**src/rtl/timer_int_ctrl.sv**
```systemverilog
// Timer interrupt controller feeding the IF stage: a reloading down-counter latches
// expiries as pending, and a small FSM turns them into enter/return pulses for IF.
module timer_int_ctrl #(
    parameter int                CNT_W      = 32,
    parameter logic [CNT_W-1:0]  RST_PERIOD = CNT_W'(100)
) (
    input  logic             clk,
    input  logic             reset,
    input  logic             timer_en,
    input  logic             period_we,
    input  logic [CNT_W-1:0] period_wdata,
    input  logic             eret,
    input  logic             pc_write,
    output logic             INT_detected,
    output logic             INT_restore,
    output logic             in_isr,
    output logic             int_pending,
    output logic             int_overrun,
    output logic [CNT_W-1:0] count
);

    typedef enum logic [1:0] {
        IDLE  = 2'd0,
        ENTER = 2'd1,
        ISR   = 2'd2,
        EXIT  = 2'd3
    } state_t;

    state_t            state_q, state_d;
    logic [CNT_W-1:0]  period_q, period_d;
    logic [CNT_W-1:0]  count_q, count_d;
    logic              pending_q, pending_d;
    logic              overrun_q, overrun_d;
    logic              int_detected_q, int_detected_d;
    logic              int_restore_q, int_restore_d;
    logic              in_isr_q, in_isr_d;
    logic              expire;
    logic              take;

    always_comb begin
        expire    = (count_q == CNT_W'(1));
        take      = (state_q == IDLE) && pending_q && timer_en && pc_write;
        period_d  = period_q;
        count_d   = count_q;
        pending_d = pending_q && !take;
        overrun_d = overrun_q;

        // A period write wins over a same-cycle expiry; that expiry simply vanishes.
        if (period_we) begin
            period_d = period_wdata;
            count_d  = period_wdata;
        end else if (expire) begin
            count_d   = period_q;
            pending_d = 1'b1;
            if (pending_q && !take)
                overrun_d = 1'b1;
        end else if (count_q != '0) begin
            count_d = count_q - CNT_W'(1);
        end
    end

    always_comb begin
        state_d = state_q;
        case (state_q)
            IDLE:    if (take) state_d = ENTER;
            ENTER:   state_d = ISR;
            ISR:     if (eret) state_d = EXIT;
            EXIT:    state_d = IDLE;
            default: state_d = IDLE;
        endcase
        int_detected_d = (state_d == ENTER);
        int_restore_d  = (state_d == EXIT);
        in_isr_d       = (state_d != IDLE);
    end

    always_ff @(posedge clk) begin
        if (!reset) begin
            state_q        <= IDLE;
            period_q       <= RST_PERIOD;
            count_q        <= RST_PERIOD;
            pending_q      <= 1'b0;
            overrun_q      <= 1'b0;
            int_detected_q <= 1'b0;
            int_restore_q  <= 1'b0;
            in_isr_q       <= 1'b0;
        end else begin
            state_q        <= state_d;
            period_q       <= period_d;
            count_q        <= count_d;
            pending_q      <= pending_d;
            overrun_q      <= overrun_d;
            int_detected_q <= int_detected_d;
            int_restore_q  <= int_restore_d;
            in_isr_q       <= in_isr_d;
        end
    end

    assign INT_detected = int_detected_q;
    assign INT_restore  = int_restore_q;
    assign in_isr       = in_isr_q;
    assign int_pending  = pending_q;
    assign int_overrun  = overrun_q;
    assign count        = count_q;

endmodule

```
**config.mk**
```make
export PLATFORM = sky130hd
export DESIGN_NAME = timer_int_ctrl
export DESIGN_NICKNAME = d
export VERILOG_FILES = /design/src/rtl/timer_int_ctrl.sv
export SDC_FILE = /design/constraint.sdc
export NUM_CORES = 1
export LEC_CHECK = 0
export CORE_MARGIN = 2
export CORE_UTILIZATION = 40
export DETAILED_ROUTE_END_ITERATION = 7
export PLACE_DENSITY = 0.73
export SLEW_MARGIN = 0
export SYNTH_ARGS = -nofsm -noshare
export SYNTH_HDL_FRONTEND = slang
export SYNTH_SLANG_ARGS = --single-unit
```
**constraint.sdc**
```tcl
create_clock -name clk -period 2.34 [get_ports clk]
set_input_delay 0.351 -clock clk [delete_from_list [all_inputs] [get_ports clk]]
set_output_delay 0.351 -clock clk [all_outputs]
set_load 0.01 [all_outputs]
```
==> flow_metrics.tcl <==
set metrics [dict create \
    tightest_slew_ns 0.490 \
    period_share 0.960 \
    viasPerCell 5.27 \
    synth_cell_types 54 \
    crit_path_end_kind "flop" \
    max-slew-margin-rel 0.672 \
    finalPower_mw 2.81 \
    final.setup.tns_ns 0 \
    grtUsageTotal 0.199 \
    io_buffers 74 \
    clock_latency_ns 0.34 \
    synth_edf_count 0 \
    critPathRequiredTime_ns 2.57 \
    gp_congestion 0.857 \
    whs_path_depth 2 \
    area_growth_pct 32.4 \
    grt_max_degree 54 \
    grt_setup_unrepaired "no" \
    fin_crit_ns 2.25 \
    critical_path.max_fanout 8 \
    n_fill_cell 785 \
    synth.most_common_cell "dfxtp_1" \
    dr.pass1.iters 4 \
    synthesis.area_um2 3600 \
    reg2reg_to "count[7]$_SDFFE_PN0P_" \
    rows 34 \
    layout.nets 553 \
    fin_skew_ns 0.00978 \
    synth.area.top_cells "dfxtp_1 39%, a21boi_0 5.6%, nand2_1 5.5%" \
    layout-drive-gt1-share 0.135 \
    yosysSeqAreaShare 0.395 \
    drcViolationCount 0 \
    reg2regPathDepth 6 \
    synth_area_per_cell_um2 8.80 \
    initial_utilization 0.413 \
    regToRegStartpoint "count[20]$_SDFFE_PN0P_" \
    die_area_um2 9770 \
    ios 75 \
    num_antenna_cells 0 \
    wl_per_cell_um 15.5 \
    die_width_um 98.9 \
    grt_pass1_wl_mm 15.6 \
    final_antenna_net_count 0 \
    cts.reportedPaths.clkPinSlew_ns 0.08 \
    ys_warn_count 0 \
    via_count 3268 \
    dpl.hpwl_mm 7.00 \
    synth-main-ff-cell "dfxtp_1" \
    overflow 0 \
    ctsLongestPathBuffers 2 \
    wl_mm 9.58 \
    netlist_top_cells_count "71 x dfxtp_1, 53 x nand2_1, 27 x a21boi_0, 26 x nand2b_1, 21 x nor2_1" \
    vdd_ir_drop_max_v 0.000466 \
    p_per_area_nw_per_um2 590 \
    antenna_found_initial 0 \
    dieHeight_um 98.9 \
    leakagePower_nw 1.83 \
    h-tree-depth 3 \
    reg2reg_slack_ns 0.09 \
    core_area_um2 8720 \
    synth_nets 453 \
    cts_root_buffer "clkbuf_8" \
    start_kind "flop" \
    cp.arrival_ns 2.47 \
    cap_violations 0 \
    first_global_vias 3275 \
    drv_slew 0 \
    hp-start "period_q[5]$_SDFFE_PN1P_" \
    clkSinkCount 71 \
    finalHoldViolations 0 \
    outcome "completed" \
    holdBufCountCts 0 \
    hold_end "period_q[5]$_SDFFE_PN1P_" \
    first_iter_violations 143 \
    synth_seq_cells 71 \
    async_flop_share 0 \
    cts_tree "built" \
    synth_top_area_share 0.395 \
    synth_top_area_cell "dfxtp_1" \
    setup_viol 0 \
    crit_type "flop to flop" \
    synthCells 409 \
    max_freq_ghz 0.445 \
    hp-class "flop to flop" \
    numCtsBuffers 9 \
]
-- final cells by class --
cell class              count  area [um^2]  share of cell area
well taps                 108          135              0.0283
inverters                  11         41.3             0.00866
repair buffers            108          991               0.208
multi-input cells         308         2030               0.425
clock inverters             5         27.5             0.00577
flip-flops and latches     71         1420               0.298
clock buffers               9          124              0.0260
-- state kept, by name, indices dropped and copies added (netlist names) --
| signal | count |
|---|---|
| state_q | 2 |
| INT_detected | 1 |
| in_isr | 1 |
| count | 32 |
| INT_restore | 1 |
| period_q | 32 |
| int_pending | 1 |
| int_overrun | 1 |
-- cells by family after synthesis --
kind of cell | synth area share
flops | 0.395
mux | 0.0254
fa+ha+maj | 0.0209
xor+xnor | 0.0608
compound gates | 0.182
buf+inv | 0.0476
simple gates | 0.268
-- stage by stage --
step	setup WS (ns)	hold WS [ns]	std cells	util	instance area, um^2
floorplan	0.131	0.430	409	-	3600
global placement	0.115	0.441	601	0.524	4570
detailed placement	0.0337	0.445	601	0.524	4570
CTS	0.0138	0.459	615	0.541	4720
global route	0.00468	0.475	620	0.547	4770
finish	0.0933	0.461	620	0.547	4770
-- worst max-delay path by stage --
stage | cells past startpoint | slack, ns | to | from
finish | 6 | 0.09 | count[7]$_SDFFE_PN0P_ | count[20]$_SDFFE_PN0P_
global route | 7 | 0.005 | count[15]$_SDFFE_PN0P_ | count[20]$_SDFFE_PN0P_
CTS | 6 | 0.01 | count[7]$_SDFFE_PN0P_ | count[20]$_SDFFE_PN0P_
detailed placement | 6 | 0.03 | count[7]$_SDFFE_PN0P_ | count[20]$_SDFFE_PN0P_
global placement | 6 | 0.12 | count[7]$_SDFFE_PN0P_ | count[20]$_SDFFE_PN0P_
floorplan | 8 | 0.13 | count[28]$_SDFFE_PN0P_ | count[0]$_SDFFE_PN0P_
-- where the power goes --
group / internal, mW / switching, mW / leakage [nW]
clock: 0.365 / 0.447 / 0.0805
sequential: 1.30 / 0.0768 / 0.586
combinational: 0.327 / 0.297 / 1.17
total: 1.99 / 0.820 / 1.83
-- per-layer routing --
metal  global-route usage  vias to the layer above  share of wire
li1                     -                     1643              -
met1                0.256                     1524           0.45
met2                0.324                       88           0.48
met3               0.0482                       13          0.055
met4               0.0695                        0          0.013
met5                    0                        -              0
-- timing repair --
action / CTS / global route
gates resized for setup: 0 / 2
buffers inserted: 0 / 4
endpoints found under the hold margin: 0 / 0
endpoints found under the setup margin: 0 / 25
-- cell usage in the layout, fill, tap and decap left out, types with 3 or more instances in the layout --
cell              n
nor4_4            3
a22oi_1           5
nand2_1          53
a21oi_1          17
nor2_1           21
clkinv_2          4
or3_1            11
clkbuf_8          9
or2_2             3
nand3_1           3
nand4_1           5
buf_4            34
mux2i_1           8
clkdlybuf4s50_1  73
nor3_1           11
nor2b_1           8
inv_1            11
xor2_1           15
xnor2_1          10
ha_1              6
nand2b_1         26
a31oi_1          16
dfxtp_1          71
nor3_2            3
o21ai_0          15
a21boi_0         27
nor4_1            7
and2_1            3
-- critical path, cell delays in order, from the launching register on --
cell and delay, ns:
dfxtp_1 0.38, nor4_4 0.36, nand4_4 0.18, or4_4 0.65
o21ai_4 0.27, buf_4 0.21, nor2_1 0.06
Power figures use the tool's default switching activity.
